<file path="src/rtl/sdio_host_pkg.sv">
// Shared SDIO host definitions: receive-path state encoding and CRC16 constants.
package sdio_host_pkg;

    typedef enum logic [2:0] {
        ST_IDLE       = 3'd0,
        ST_WAIT_START = 3'd1,
        ST_DATA       = 3'd2,
        ST_CRC        = 3'd3,
        ST_END        = 3'd4
    } state_e;

    localparam logic [15:0] CRC16_POLY = 16'h1021;
    localparam logic [15:0] CRC16_INIT = 16'h0000;

endpackage

</file>
<file path="src/rtl/sdio_crc16_serial.sv">
// Bit-serial CCITT CRC16 (x^16+x^12+x^5+1), one bit per enabled cycle.
// clr loads the init value and takes priority over en.
module sdio_crc16_serial
    import sdio_host_pkg::*;
(
    input  logic        clk,
    input  logic        rst,
    input  logic        clr,
    input  logic        en,
    input  logic        din,
    output logic [15:0] crc
);

    logic [15:0] crc_q, crc_d;
    logic        fb;

    always_comb begin
        fb    = din ^ crc_q[15];
        crc_d = {crc_q[14:0], 1'b0} ^ (fb ? CRC16_POLY : 16'h0000);
    end

    always_ff @(posedge clk) begin
        if (rst || clr) crc_q <= CRC16_INIT;
        else if (en)    crc_q <= crc_d;
    end

    assign crc = crc_q;

endmodule

</file>
<file path="src/rtl/sdio_host_dat0_rx.sv">
// Host DAT0 single-line block receiver: start bit, blk_len bytes MSB-first, CRC16, end bit.
// Define SDIO_HOST_RX_SYNC_EN to pass dat_in through a 2-flop synchronizer first.
module sdio_host_dat0_rx
    import sdio_host_pkg::*;
#(
    parameter int BLK_LEN_W = 11,
    parameter int TO_W      = 16
) (
    input  logic                 clk,
    input  logic                 rst,
    input  logic                 dat_in,
    input  logic                 start,
    input  logic                 abort,
    input  logic [BLK_LEN_W-1:0] blk_len,
    input  logic [TO_W-1:0]      timeout_val,
    output logic [7:0]           rx_data,
    output logic                 rx_valid,
    output logic                 busy,
    output logic                 done,
    output logic                 crc_error,
    output logic                 end_error,
    output logic                 timeout
);

    localparam int                CNT_W   = BLK_LEN_W + 1;
    localparam logic [CNT_W-1:0]  CNT_ONE = 1;
    localparam logic [CNT_W-1:0]  CNT_MAX = {1'b1, {BLK_LEN_W{1'b0}}};
    localparam logic [TO_W-1:0]   TO_ONE  = 1;

    logic din_s;

`ifdef SDIO_HOST_RX_SYNC_EN
    logic [1:0] sync_q;
    always_ff @(posedge clk) begin
        if (rst) sync_q <= 2'b11;
        else     sync_q <= {sync_q[0], dat_in};
    end
    assign din_s = sync_q[1];
`else
    assign din_s = dat_in;
`endif

    state_e           state_q;
    logic [CNT_W-1:0] len_q, byte_cnt_q;
    logic [TO_W-1:0]  to_cnt_q;
    logic [2:0]       bit_cnt_q;
    logic [3:0]       crc_cnt_q;
    logic [6:0]       shift_q;
    logic [15:0]      cmp_q, crc_calc;
    logic [7:0]       rx_data_q;
    logic             rx_valid_q, done_q, timeout_q, crc_error_q, end_error_q;
    logic             crc_clr, crc_en;

    assign crc_clr = (state_q == ST_IDLE) && start && !abort;
    assign crc_en  = (state_q == ST_DATA) && !abort;

    sdio_crc16_serial u_crc (
        .clk (clk),
        .rst (rst),
        .clr (crc_clr),
        .en  (crc_en),
        .din (din_s),
        .crc (crc_calc)
    );

    always_ff @(posedge clk) begin
        if (rst) begin
            state_q     <= ST_IDLE;
            len_q       <= '0;
            byte_cnt_q  <= '0;
            to_cnt_q    <= '0;
            bit_cnt_q   <= '0;
            crc_cnt_q   <= '0;
            shift_q     <= '0;
            cmp_q       <= '0;
            rx_data_q   <= '0;
            rx_valid_q  <= 1'b0;
            done_q      <= 1'b0;
            timeout_q   <= 1'b0;
            crc_error_q <= 1'b0;
            end_error_q <= 1'b0;
        end else begin
            rx_valid_q <= 1'b0;
            done_q     <= 1'b0;
            timeout_q  <= 1'b0;
            if (abort) begin
                state_q <= ST_IDLE;
            end else begin
                case (state_q)
                    ST_IDLE: if (start) begin
                        state_q     <= ST_WAIT_START;
                        len_q       <= (blk_len == '0) ? CNT_MAX : {1'b0, blk_len};
                        crc_error_q <= 1'b0;
                        end_error_q <= 1'b0;
                        to_cnt_q    <= '0;
                        byte_cnt_q  <= '0;
                        bit_cnt_q   <= '0;
                        crc_cnt_q   <= '0;
                    end
                    ST_WAIT_START: begin
                        if (!din_s) begin
                            state_q <= ST_DATA;
                        end else if (timeout_val != '0 && to_cnt_q == timeout_val - TO_ONE) begin
                            timeout_q <= 1'b1;
                            state_q   <= ST_IDLE;
                        end else begin
                            to_cnt_q <= to_cnt_q + TO_ONE;
                        end
                    end
                    ST_DATA: begin
                        shift_q   <= {shift_q[5:0], din_s};
                        bit_cnt_q <= bit_cnt_q + 3'd1;
                        if (bit_cnt_q == 3'd7) begin
                            rx_data_q  <= {shift_q, din_s};
                            rx_valid_q <= 1'b1;
                            byte_cnt_q <= byte_cnt_q + CNT_ONE;
                            if (byte_cnt_q + CNT_ONE == len_q) state_q <= ST_CRC;
                        end
                    end
                    ST_CRC: begin
                        cmp_q     <= {cmp_q[14:0], din_s};
                        crc_cnt_q <= crc_cnt_q + 4'd1;
                        if (crc_cnt_q == 4'd15) state_q <= ST_END;
                    end
                    ST_END: begin
                        end_error_q <= ~din_s;
                        crc_error_q <= (cmp_q != crc_calc);
                        done_q      <= 1'b1;
                        state_q     <= ST_IDLE;
                    end
                    default: state_q <= ST_IDLE;
                endcase
            end
        end
    end

    assign rx_data   = rx_data_q;
    assign rx_valid  = rx_valid_q;
    assign busy      = (state_q != ST_IDLE);
    assign done      = done_q;
    assign crc_error = crc_error_q;
    assign end_error = end_error_q;
    assign timeout   = timeout_q;

endmodule

</file>
<file path="config.mk">
export PLATFORM = sky130hd
export DESIGN_NAME = sdio_host_dat0_rx
export DESIGN_NICKNAME = d
export VERILOG_FILES = /design/src/rtl/sdio_host_pkg.sv /design/src/rtl/sdio_crc16_serial.sv /design/src/rtl/sdio_host_dat0_rx.sv
export SDC_FILE = /design/constraint.sdc
export NUM_CORES = 1
export LEC_CHECK = 0
export ABC_AREA = 1
export ABC_CLOCK_PERIOD_IN_PS = 2650
export CAP_MARGIN = 10
export CORE_MARGIN = 10
export CORE_UTILIZATION = 32
export DETAILED_ROUTE_END_ITERATION = 6
export GPL_TIMING_DRIVEN = 0
export PLACE_DENSITY_LB_ADDON = 0.05
export RECOVER_POWER = 25
export SYNTH_ARGS = -nofsm -noshare
export SYNTH_HDL_FRONTEND = slang
export SYNTH_SLANG_ARGS = --single-unit
</file>
<file path="constraint.sdc">
create_clock -name clk -period 2.65 [get_ports clk]
set_clock_uncertainty 0.05 [all_clocks]
set_input_delay 0.3975 -clock clk [delete_from_list [all_inputs] [get_ports clk]]
set_output_delay 0.3975 -clock clk [all_outputs]
set_load 0.01 [all_outputs]
</file>
==> impl_summary.log <==
INFO  metric syn2layout_area_growth = 18.7%
INFO  metric start_kind = primary input
INFO  metric clock_h_tree_levels = 3
INFO  metric synth_enable_flop_cells = 0
INFO  metric synthDistinctLibCells = 36
INFO  metric post_drt_wl_per_cell = 14.6 µm
INFO  metric initialDrtViolationCount = 243
INFO  metric ys.flop_type = dfxtp_1
INFO  metric yosys_warnings = 0
INFO  metric tritoncts_num_sinks = 102
INFO  metric floorplan.die.height = 153 µm
INFO  metric netlist_instances = 828
INFO  metric drc_errors = 0
INFO  metric yosys_register_bits = 102
INFO  metric postSynth.asyncResetShare = 0
INFO  metric max_cap_viol_count = 0
INFO  metric leakage = 2.70 nW
INFO  metric max-clock-path-buffers = 2
INFO  metric multi_input_gate_area = 3170 µm²
INFO  metric via_per_inst = 4.84
INFO  metric period_minus_slack = 2.42 ns
INFO  metric pwr_density_cell = 495 nW/µm²
INFO  metric post_synth_main_area_contributors = dfxtp_1 36%, nand2_1 13%, nor2_1 6.6%
INFO  metric timing.final.crit_share = 0.912
INFO  metric ioPinCount = 46
INFO  metric placement.io_buffers = 44
INFO  metric ir_drop = 0.360 mV
INFO  metric effective_utilization_at_floorplan = 0.326
INFO  metric antenna_found_initial = 0
INFO  metric fmaxAchievable = 414 MHz
INFO  metric tritoncts = done
INFO  metric gpl.final_weighted_congestion = 0.844
INFO  metric fp.dieW = 153 µm
INFO  metric totalWireLength = 16300 µm
INFO  metric worst_ep_arrival_time = 2.58 ns
INFO  metric cts_buffers = 9
INFO  metric cts.root.buffer_cell = clkbuf_16
INFO  metric synth_largest_area_cell = dfxtp_1
INFO  metric final_cells = 1116
INFO  metric worstSkewPairLatency = 0.36 ns
INFO  metric avgSynthCellArea = 6.82 µm²
INFO  metric grt_start_max_net_pins = 20
INFO  metric global_route.usage.total = 0.139
INFO  metric filler_cell_count = 1864
INFO  metric mappedNetlistNets = 866
INFO  metric yosysSeqAreaShare = 0.362
INFO  metric cp.required = 2.81 ns
INFO  metric ys_top_cells_by_count = 190 x nand2_1, 102 x dfxtp_1, 99 x nor2_1
INFO  metric globalRoute.totalOverflow = 0
INFO  metric worstMarginPinSlew = 0.709 ns
INFO  metric fin_total_pwr = 3.31 mW
INFO  metric via_count_of_the_first_global_routing_pass = 5281
INFO  metric clk_transition_reported_paths = 0.07 ns
INFO  metric fp-row-count = 48
INFO  metric run_status = finished clean
INFO  metric finalMaxSlewViolations = 0
INFO  metric n_antenna_cell = 0
INFO  metric synth_area = 5650 µm²
INFO  metric design.die.area = 23400 µm²
INFO  metric worst-path-max-fanout = 8
INFO  metric critPathCaptureType = flop
INFO  metric slew_headroom = 0.527
INFO  metric synthDominantCellAreaShare = 0.362
INFO  metric finalHoldViolCount = 0
INFO  metric regArea = 2040 µm²
INFO  metric floorplan.core_area = 17300 µm²
INFO  metric layout_cells_sized_above_1 = 0.0909
INFO  metric whs = 0.413 ns
INFO  metric place.detailed.hpwl = 12600 µm
INFO  metric setup_viol = 0
INFO  metric min_delay_path_class = reg -> reg
INFO  metric nets = 924
INFO  metric final_antenna_net_count = 0
INFO  metric drt-pass1-iter-count = 4
INFO  metric placedCellCount = 1097
INFO  metric synth_most_common_cell = nand2_1
INFO  metric ctsHoldBuffers = 0
INFO  metric wire_length_of_the_first_global_routing_pass = 27200 µm
INFO  metric core_utilization_of_the_finished_layout = 0.387
INFO  metric via_count = 5404
INFO  metric timing_worst_setup_path_type = in -> reg
[through the flow]
stage                     setup slack [ns]  setup TNS [ns]  area [µm²]
after global routing              -0.00750        -0.00750        6700
after global placement              -0.276           -4.48        6370
after floorplan                      0.615               0        5650
final                                0.233               0        6700
after detailed placement            -0.290           -4.75        6370
after CTS                           0.0711               0        6650
[logic make-up (layout without fill, tap and decap cells)]
family,after synthesis,after routing,synth area share
buffers and inverters,115,178,0.0809
and+or+nand+nor,415,415,0.330
xor gates and xnor gates,41,41,0.0636
DFF,102,102,0.362
adders and majority gates,6,6,0.0133
AOI/OAI and AO/OA,149,149,0.150
[cells in the final DEF (no fill, tap or decap), types with 6 or more instances in the layout]
cell / count
clkdlybuf4s50_1: 30
buf_2: 7
o21ai_0: 57
nand3_1: 60
nor2_2: 9
xor2_1: 34
nor4_1: 8
nor3_1: 9
a21oi_2: 10
nand2_2: 6
clkbuf_1: 14
inv_1: 77
dlygate4sd3_1: 14
dfxtp_1: 102
nand4_1: 15
nand2_1: 189
nor2_1: 100
inv_2: 10
clkbuf_16: 9
nand3b_1: 6
a21oi_1: 62
xnor2_1: 7
[per-layer routing]
layer  global-route usage  vias up  share of wire
met4               0.0445        0          0.015
li1                     -     2815              -
met2                0.220       83           0.45
met3               0.0255       18          0.030
met5                    0        -              0
met1                0.186     2488           0.50
[what timing repair did]
item | CTS | global route
resized for setup | 0 | 7
setup endpoints to repair | 0 | 19
setup buffers | 0 | 3
[flip-flops by register name, indices dropped and copies added, names as in the netlist]
signal and count:
shift_q 7, crc_cnt_q 4, state_q 3, rx_valid 1, to_cnt_q 16, rx_data 8
done 1, cmp_q 16, u_crc.crc 16, bit_cnt_q 3, end_error 1, crc_error 1
timeout 1, len_q 12, byte_cnt_q 12
[power breakdown]
| part | total, mW | internal (mW) | switching, mW |
|---|---|---|---|
| clock network | 1.32 | 0.660 | 0.656 |
| registers | 1.59 | 1.56 | 0.0245 |
| logic | 0.411 | 0.153 | 0.257 |
[path summary, 6_finish.rpt]
kind	slack [ns]	cells after the start	end	from
max	0.23	14	timeout$_SDFF_PP0_	timeout_val[0]
min	0.41	2	rx_data[7]$_SDFFE_PP0P_	rx_data[7]$_SDFFE_PP0P_
max reg2reg	0.30	14	u_crc.crc[13]$_SDFFE_PP0P_	state_q[2]$_SDFFE_PP0P_
min reg2reg	0.41	2	rx_data[7]$_SDFFE_PP0P_	rx_data[7]$_SDFFE_PP0P_
[layout make-up]
| cell class | instances | area share |
|---|---|---|
| buffer | 26 | 0.0187 |
| clock buffer | 9 | 0.0336 |
| clock inverter | 7 | 0.00915 |
| inverter | 89 | 0.0499 |
| multi-input combinational | 611 | 0.473 |
| sequential | 102 | 0.305 |
| tap | 225 | 0.0420 |
| timing repair buffer | 47 | 0.0691 |
[worst max-delay path, cell delays in order]
cell and delay (ns):
clkdlybuf4s50_1 0.52, inv_2 0.08, ha_4 0.24, nand2_1 0.06
inv_1 0.03, nor2_1 0.07, nand2_1 0.05, nor2_1 0.14
nand2_1 0.07, nor2_1 0.09, nand2_1 0.08, nor2_1 0.23
nand3_4 0.17, nor4_1 0.36
Note: power is estimated with default switching activity, not from simulation.
